### src/rtl/ones_count_accumulator.sv
// Frame accumulator for the 3-input ones counter: sums {y1,y0} over FRAME_LEN
// valid samples and reports the total and the largest per-sample count.
module ones_count_accumulator #(
    parameter int FRAME_LEN = 8,
    parameter int SUM_W     = 5,
    parameter int CNT_W     = 4
) (
    input  logic             clk,
    input  logic             rst,
    input  logic             start,
    input  logic             in_valid,
    input  logic             y0,
    input  logic             y1,
    input  logic             ack,
    output logic [SUM_W-1:0] sum,
    output logic [1:0]       max_cnt,
    output logic             busy,
    output logic             done
);

    typedef enum logic [1:0] {
        ST_IDLE  = 2'd0,
        ST_ACCUM = 2'd1,
        ST_DONE  = 2'd2
    } state_t;

    localparam logic [CNT_W-1:0] FRAME_LEN_C = CNT_W'(FRAME_LEN);
    localparam logic [SUM_W-1:0] SUM_MAX     = {SUM_W{1'b1}};

    state_t             state_q, state_d;
    logic [SUM_W-1:0]   sum_q, sum_d;
    logic [1:0]         max_q, max_d;
    logic [CNT_W-1:0]   cnt_q, cnt_d;
    logic               busy_q, done_q;
    logic [1:0]         sample_s;
    logic [CNT_W-1:0]   cnt_inc_s;

    // Undersized SUM_W must clamp rather than wrap.
    function automatic logic [SUM_W-1:0] sat_add(input logic [SUM_W-1:0] a,
                                                 input logic [1:0]       b);
        logic [SUM_W:0] t;
        t = {1'b0, a} + {{(SUM_W-1){1'b0}}, b};
        if (t[SUM_W]) begin
            return SUM_MAX;
        end else begin
            return t[SUM_W-1:0];
        end
    endfunction

    assign sample_s  = {y1, y0};
    assign cnt_inc_s = cnt_q + {{(CNT_W-1){1'b0}}, 1'b1};

    // Next-state and datapath update
    always_comb begin
        state_d = state_q;
        sum_d   = sum_q;
        max_d   = max_q;
        cnt_d   = cnt_q;
        case (state_q)
            ST_IDLE: begin
                if (start) begin
                    sum_d   = {SUM_W{1'b0}};
                    max_d   = 2'd0;
                    cnt_d   = {CNT_W{1'b0}};
                    state_d = ST_ACCUM;
                end else begin
                    state_d = ST_IDLE;
                end
            end
            ST_ACCUM: begin
                if (in_valid) begin
                    sum_d = sat_add(sum_q, sample_s);
                    max_d = (sample_s > max_q) ? sample_s : max_q;
                    cnt_d = cnt_inc_s;
                    if (cnt_inc_s == FRAME_LEN_C) begin
                        state_d = ST_DONE;
                    end else begin
                        state_d = ST_ACCUM;
                    end
                end else begin
                    state_d = ST_ACCUM;
                end
            end
            ST_DONE: begin
                if (ack) begin
                    if (start) begin
                        sum_d   = {SUM_W{1'b0}};
                        max_d   = 2'd0;
                        cnt_d   = {CNT_W{1'b0}};
                        state_d = ST_ACCUM;
                    end else begin
                        state_d = ST_IDLE;
                    end
                end else begin
                    state_d = ST_DONE;
                end
            end
            default: begin
                sum_d   = {SUM_W{1'b0}};
                max_d   = 2'd0;
                cnt_d   = {CNT_W{1'b0}};
                state_d = ST_IDLE;
            end
        endcase
    end

    // State, datapath and status flags; flags follow the next state so they are flop outputs
    always_ff @(posedge clk or posedge rst) begin
        if (rst) begin
            state_q <= ST_IDLE;
            sum_q   <= {SUM_W{1'b0}};
            max_q   <= 2'd0;
            cnt_q   <= {CNT_W{1'b0}};
            busy_q  <= 1'b0;
            done_q  <= 1'b0;
        end else begin
            state_q <= state_d;
            sum_q   <= sum_d;
            max_q   <= max_d;
            cnt_q   <= cnt_d;
            busy_q  <= (state_d == ST_ACCUM);
            done_q  <= (state_d == ST_DONE);
        end
    end

    assign sum     = sum_q;
    assign max_cnt = max_q;
    assign busy    = busy_q;
    assign done    = done_q;

endmodule

### config.mk
export PLATFORM = sky130hd
export DESIGN_NAME = ones_count_accumulator
export DESIGN_NICKNAME = d
export VERILOG_FILES = /design/src/rtl/ones_count_accumulator.sv
export SDC_FILE = /design/constraint.sdc
export NUM_CORES = 1
export LEC_CHECK = 0
export CORE_MARGIN = 3
export CORE_UTILIZATION = 54
export CTS_CLUSTER_SIZE = 14
export DETAILED_ROUTE_END_ITERATION = 6
export HOLD_SLACK_MARGIN = 0.12
export MAX_ROUTING_LAYER = met4
export PLACE_DENSITY = 0.82
export SLEW_MARGIN = 0
export SYNTH_ARGS = -nofsm -noshare
export SYNTH_HDL_FRONTEND = slang
export SYNTH_SLANG_ARGS = --single-unit
### constraint.sdc
create_clock -name clk -period 3.17 [get_ports clk]
set_input_delay 0.634 -clock clk [delete_from_list [all_inputs] [get_ports clk]]
set_output_delay 0.634 -clock clk [all_outputs]
set_load 0.01 [all_outputs]
### Yosys cells after proc, flatten, opt, wreduce, memory -nomap -nowiden

Index checks and enable logic that the tools add are counted.
Widths: inputs -> output; s select.

* flip-flop bits (word level): 15
* latch bits: 0
* RAM bits: 0
* ROM bits: 0
* input port bits: 7
* output and inout bits: 9
* word-level logic and storage cells: 39
* memories kept: 0

* add/subtract/negate cells: 2
* $mul: 0
* div/mod/pow operators: 0
* magnitude comparators: 1
* eq/ne operators: 8
* shift operators: 0
* multiplexer cells: 19
* bitwise operators: 0
* reductions and logical operators: 3

Operators by type and width (number)
* $mux 5: 4
* $pmux 5 s3: 1
* $mux 2: 7
* $mux 4: 3
* $pmux 2 s3: 2
* $pmux 4 s3: 1
* $add 5x2->6: 1
* $ne 2x2->1 const B: 3
* $add 4x1->4 const B: 1
* $eq 2x1->1 const B: 2
* $eq 2x2->1 const B: 2
* $eq 4x4->1 const B: 1
* $reduce_and 3->1: 1
* $gt 2x2->1: 1
* $logic_not 2->1: 1
* $reduce_and 2->1: 1
* $mux 1: 1

### Depth between registers and ports, before layout

Gate-level depths: netlist of the first run.

* word-level depth: 6
* mapped depth: 6
* depth with buffers taken out: 6

### Least setup slack after synthesis of the first run

No wires, ideal clock.

* path type: input -> register
* from: in y1
* to: reg max_q[0], in the netlist max_cnt[0]
* setup time: 0.125 ns
* arrival time: 1.509 ns
* required time: 3.045 ns
* slack: 1.536 ns
* stages on the path: 5
* buffers on the path: 0
* path through: ha_1 -> nor2b_1 -> o21ai_0 -> or3_1 -> nand3_1

* longest elaborated chain between the ends: 3

Ends and longest elaborated chain
* from (decl): RTL line 13 `input logic y1,`
* $gt 2x2->1: RTL line 73 `max_d = (sample_s > max_q) ? sample_s : max_q;`
* $ne 2x2->1 (no line)
* $reduce_and 3->1 (no line)
* to (signal assigned): RTL line 119 `max_q <= max_d;`
* to (decl): RTL line 32 `logic [1:0] max_q, max_d;`

No other way between the ends.
A chain may end at the register's enable or synchronous reset.

### Final worst setup path of the first run

Same ends and word-level chain as after synthesis.

==> impl_results.md, run 1 <==
- CP required: 3330 ps
- Post-synth EDFFs: 0
- Hold_ws: 526 ps
- Worst slew pin tran: 579 ps
- Net Sw Power: 0.358 mW
- Async SR Flop Fraction: 100%
- Logic pwr share: 47.5%
- Clock transition at path regs: 80 ps
- Clock Power Share: 12.0%
- Residual DRC: 0
- CTS tree: done
- Slew Limit Fails: 0
- Crit path time final: 2070 ps
- Vias in the first global route: 641
- Synthesized area per cell: 9.33 um^2
- GRT Max-Usage Layer: met2
- Pwr dens: ~810 nW/um^2
- 1st-iter DRT viols: 17
- Most common cell after layout, fill and taps aside: nand2_1
- CTS sink count: 15
- Worst setup SP type: primary input
- Met3 track demand over resource: 4.60%
- Full die area: 2200 um^2
- Worst setup EP type: register
- Peak VDD IR: 538 uV
- Site Rows: 14
- Synth Instances: 97
- Worst-path fanout max: 4
- Warnings from Yosys: 0
- Switching part of the total: 41.0%
- Storage cell area: 375 um^2
- Setup bufs post-CTS: 0
- FF-to-FF path depth: 6
- Multi-input gate area: 492 um^2
- Synthesized area: 905 um^2
- Slew HR: 61.3%
- Final setup viols: 0
- Ranking of synthesized cells by area: dfrtp_1 41%, ha_1 8.3%, nand2_1 7.1%, a21oi_1 3.9%, nand3_1 3.3%
- Kind of critical path: in -> reg
- DR pass1 iterations: 4
- Pleak: 0.490 nW
- CTS max path bufs: 2
- Reg2reg setup slack: 1610 ps
- GRT Util Overall: 19.3%
- Die width: approximately 47 um
- Top FF cell, synth: dfrtp_1
- Largest net degree at the start of global routing: 16
- Final HPWL DP: 1320 um
- Max Freq: between 400 and 500 MHz
- FF-to-FF End: max_cnt[0]
- Fin cells: 130
- Filler Cells Inserted: 122
- Drt total wl: 1780 um
- Share of the synthesized area in the top cell type: 41.5%
- Seq pwr share: 40.5%
- Initial antenna violation count: 0
- CTS root buf: clkbuf_4
- Share of layout cells above drive strength 1: 7.89%
- Grt ovf: 0
- Initial cell density of the core: 58.7%
- CP arrival: 2230 ps
- Sequential fraction of the synthesis area: 41.5%
- Setup TNS Final: 0 ps
- Hold Startpoint: sum[0]
- Nets: 129
- Outcome: finished clean
- # H-tree levels: 1
- Final Hold Vio Count: 0
- RePlAce Congestion: between 0.8 and 0.9
- Total CTS buffers: 3
- Num ports: 16
- Routed WL per cell: 13.7 um
- Die Y: about 47 um
- Yosys top cell by area: dfrtp_1
- Area added between synthesis and finish: 19.6%
- Clk_lat worst skew: 270 ps
- DRT antenna net count: 0
- Max cap viols: 0
- RSZ-0062 raised after global routing: no
- Worst hold stages: 2
- Period utilization: 65.3%
- Ant diodes: 0
- Pint: 0.516 mW
- Gates resized, CTS repair: 0
- Count of hold buffers inserted by post-cts repair: 0
- Via density: 5.86
- Post-synth cell types: 31
- R2R Path Start: max_cnt[1]
- IO Port Bufs: 15
- Worst Hold Endpoint: sum[0]
- Placed Cells: 126
- Post-Syn Nets: 111
- Final Skew: 2.51 ps
- Met1 GRT Util: around a quarter
- Most frequent cells in the layout: 17 x nand2_1, 15 x dfrtp_1, 15 x clkdlybuf4s50_1, 7 x a21oi_1
- Met2 Track Usage GR: 30.9%
- Yosys reg bits: 15
- Core footprint: 1540 um^2
- Worst Hold Class: reg -> reg
- First-pass GRT wire length: 2900 um
- DR vias: approximately 760
[cells by family (layout without fill, tap and decap cells)]
logic type                 Yosys count  after routing  share of synthesized area (%)
and+or+nand+nor                     41             41                           23.4
AOI/OAI and AO/OA                   26             26                           19.5
DFF                                 15             15                           41.5
adders and majority gates            7              7                           10.5
buffers and inverters                7             24                           4.15
xor gates and xnor gates             1              1                          0.968
[layer usage]
metal,up-vias,part of all wire (%)
li1,378,-
met1,363,47
met2,19,48
met3,2,4.6
met4,0,0.67
met5,-,0
[worst max-delay path: stages]
cell,delay (ps)
clkdlybuf4s50_1,500
ha_1,340
nor2b_1,130
o21ai_0,360
or3_1,180
nand3_1,80
[cell usage after synthesis, drive strengths merged (2+ instances only)]
| library cell | number |
|---|---|
| nand2 | 17 |
| dfrtp | 15 |
| o21ai | 9 |
| a21oi | 7 |
| ha | 6 |
| nand3 | 6 |
| nor2 | 6 |
| inv | 5 |
| a211o | 2 |
| buf | 2 |
| nor2b | 2 |
| nor4bb | 2 |
| o22ai | 2 |
| or3 | 2 |
[metrics by stage]
| step | utilization, % | cell area [um^2] | setup slack, ps | total power, mW |
|---|---|---|---|---|
| final | 70.2 | 1080 | 1100 | 0.874 |
| after global routing | 70.2 | 1080 | 1020 | 0.948 |
| after CTS | 70.2 | 1080 | 1100 | 0.880 |
| after detailed placement | 68.5 | 1060 | 806 | 0.769 |
| after global placement | 68.5 | 1060 | 866 | 0.751 |
| after floorplan | - | 905 | 1540 | 0.619 |
[final cells by class]
| type | count | share of cell area, % |
|---|---|---|
| multi-input combinational | 75 | 45.4 |
| sequential | 15 | 34.7 |
| timing repair buffer | 15 | 13.9 |
| clock buffer | 4 | 2.43 |
| tap | 16 | 1.85 |
| inverter | 5 | 1.73 |
[flip-flops by register name, indices dropped and copies added, names as in the netlist]
| signal | cells |
|---|---|
| done | 1 |
| cnt_q | 4 |
| busy | 1 |
| sum | 5 |
| max_cnt | 2 |
| state_q | 2 |
[power groups by stage]
stage          sequential [mW]  clock, mW  combinational (mW)
2_1_floorplan            0.358          0               0.261
3_3_place_gp             0.350          0               0.401
3_5_place_dp             0.357          0               0.413
4_1_cts                  0.353      0.110               0.417
5_1_grt                  0.365      0.120               0.463
6_report                 0.354      0.105               0.415
[worst max-delay path by stage]
stage,startpoint,end,slack (ps)
2_1_floorplan,y1,max_cnt[0],1540
3_3_place_gp,y1,max_cnt[1],870
3_5_place_dp,y1,max_cnt[0],810
4_1_cts,y1,max_cnt[0],1100
5_1_grt,y1,max_cnt[1],1020
6_report,y1,max_cnt[0],1100
No activity file was read; power rests on OpenSTA's default activity.
==> inputs of run 2 (changes only) <==
--- a/config.mk
+++ b/config.mk
@@ -6,12 +6,12 @@
 export NUM_CORES = 1
 export LEC_CHECK = 0
 export CORE_MARGIN = 3
-export CORE_UTILIZATION = 54
+export CORE_UTILIZATION = 50
 export CTS_CLUSTER_SIZE = 14
 export DETAILED_ROUTE_END_ITERATION = 6
 export HOLD_SLACK_MARGIN = 0.12
 export MAX_ROUTING_LAYER = met4
-export PLACE_DENSITY = 0.82
+export PLACE_DENSITY = 0.76
 export SLEW_MARGIN = 0
 export SYNTH_ARGS = -nofsm -noshare
 export SYNTH_HDL_FRONTEND = slang
==> constraint.sdc (replaced) <==
create_clock -name clk -period 2 [get_ports clk]
set_input_delay 0.4 -clock clk [delete_from_list [all_inputs] [get_ports clk]]
set_output_delay 0.4 -clock clk [all_outputs]
set_load 0.01 [all_outputs]
==> impl_results.md, run 2 (synthesis gave the netlist of run 1 again) <==
- Grt ovf: 0
- Tot Pwr: 1.41 mW
- # H-tree levels: 1
- CTS max path bufs: 2
- Ant diodes: 0
- Gates resized, CTS repair: 0
- Full die area: 2360 um^2
- Final Hold Vio Count: 0
- Final setup viols: 0
- Final HPWL DP: ~1300 um
- Hold_ws: around 450 ps
- Clk_lat worst skew: roughly 290 ps
- Worst-path fanout max: 4
- First-pass GRT wire length: 3000 um
- Pwr dens: ~1300 nW/um^2
- RSZ-0062 raised after global routing: no
- Net Sw Power: 0.579 mW
- Worst setup SP type: primary input
- Clock Power Share: 12.5%
- Max reg flops: 5
- Most frequent cells in the layout: 17 x nand2_1, 15 x dfrtp_1, 15 x clkdlybuf4s50_1, 7 x a21oi_1
- GRT Util Overall: 16.8%
- Worst slew pin tran: 571 ps
- Max cap viols: 0
- CTS tree: done
- CTS root buf: clkbuf_4
- Core footprint: between 1500 and 2000 um^2
- Logic pwr share: 48.3%
- Worst Hold Class: in -> async
- Residual DRC: 0
- Area added between synthesis and finish: 23.4%
- RePlAce Congestion: around 0.74
- Max Freq: 579 MHz
- Setup TNS Final: 0 ps
- Routed WL per cell: 12.8 um
- Initial antenna violation count: 0
- Peak VDD IR: 812 uV
- Nets: 132
- Via density: 5.63
- Largest net degree at the start of global routing: 16
- Clock transition at path regs: 90 ps
- Seq pwr share: 39.2%
- Crit path time final: between 1500 and 2000 ps
- DR vias: 794
- Final core occ: between 70% and 80%
- Drt total wl: 1810 um
- DRT antenna net count: 0
- Pint: 0.834 mW
- IO Port Bufs: 15
- Kind of critical path: in -> reg
- Worst setup EP type: register
- CTS sink count: 15
- Die width: 48.5 um
- Die Y: 48.5 um
- Final Skew: 5.46 ps
- Pleak: 0.507 nW
- Initial cell density of the core: 56.8%
- 1st-iter DRT viols: 8
- Share of layout cells above drive strength 1: between 10 and 15%
- Setup bufs post-CTS: 0
- Vias in the first global route: between 600 and 700
- Most common cell after layout, fill and taps aside: nand2_1
- Slew HR: between 60% and 70%
- Slew Limit Fails: 0
- Period utilization: between 80% and 90%
- Num ports: 16
- DR pass1 iterations: 4
- Site Rows: 14
- Count of hold buffers inserted by post-cts repair: 0
- Switching part of the total: 41.0%
- CP required: around 2200 ps
- CP arrival: 1920 ps
- Total CTS buffers: 3
- Outcome: finished clean
## run 2: changes by cell type in the layout (fill, tap and decap cells not counted), sizes merged
| cell | delta |
|---|---|
| buf | +3 |
| clkbuf | -1 |
| clkinv | +1 |
## run 2: path summary, 6_finish.rpt
path,from,end,slack [ps],depth (start not counted)
worst max-delay path,y1,max_cnt[1],270,6
worst min-delay path,rst,sum[2],450,2
worst max register to register,sum[1],sum[3],480,5
worst min register to register,sum[0],sum[0],510,2
max in group asynchronous,rst,done,1170,2
min in group clk,sum[0],sum[0],510,2
## run 2: final cells by class
| class | count | area [um^2] |
|---|---|---|
| clock buffers | 3 | 22.5 |
| clock inverters | 1 | 5.00 |
| fillers | 124 | 478 |
| inverters | 5 | 18.8 |
| multi-input cells | 75 | 492 |
| flip-flops and latches | 15 | 375 |
| well taps | 24 | 30.0 |
| repair buffers | 18 | 173 |
## run 2: through the flow
stage / cells / area (um^2) / setup slack [ps]
5_1_grt: 141 / 1120 / 207
4_1_cts: 141 / 1120 / 271
2_1_floorplan: 97 / 905 / 548
3_5_place_dp: 137 / 1090 / 4.76
6_report: 141 / 1120 / 274
3_3_place_gp: 137 / 1090 / 35.3
## run 2: power by group through the flow
stage	Sequential [mW]	Clock, mW	Combinational [mW]
after CTS	0.552	0.184	0.687
after global placement	0.553	0	0.668
after global routing	0.577	0.198	0.765
after floorplan	0.567	0	0.414
final	0.554	0.177	0.682
after detailed placement	0.558	0	0.683
## run 2: worst max-delay path, stage by stage
cell and delay, ps:
clkdlybuf4s50_1 460, ha_1 330, nor2b_1 130, o21ai_0 330
a21oi_1 130, o32ai_1 140
## run 2: layer usage
layer	GRT usage [%]	part of all wire (%)
met5	-	0
met4	7.11	2.1
met3	3.07	4.4
met2	24.5	45
met1	22.9	48
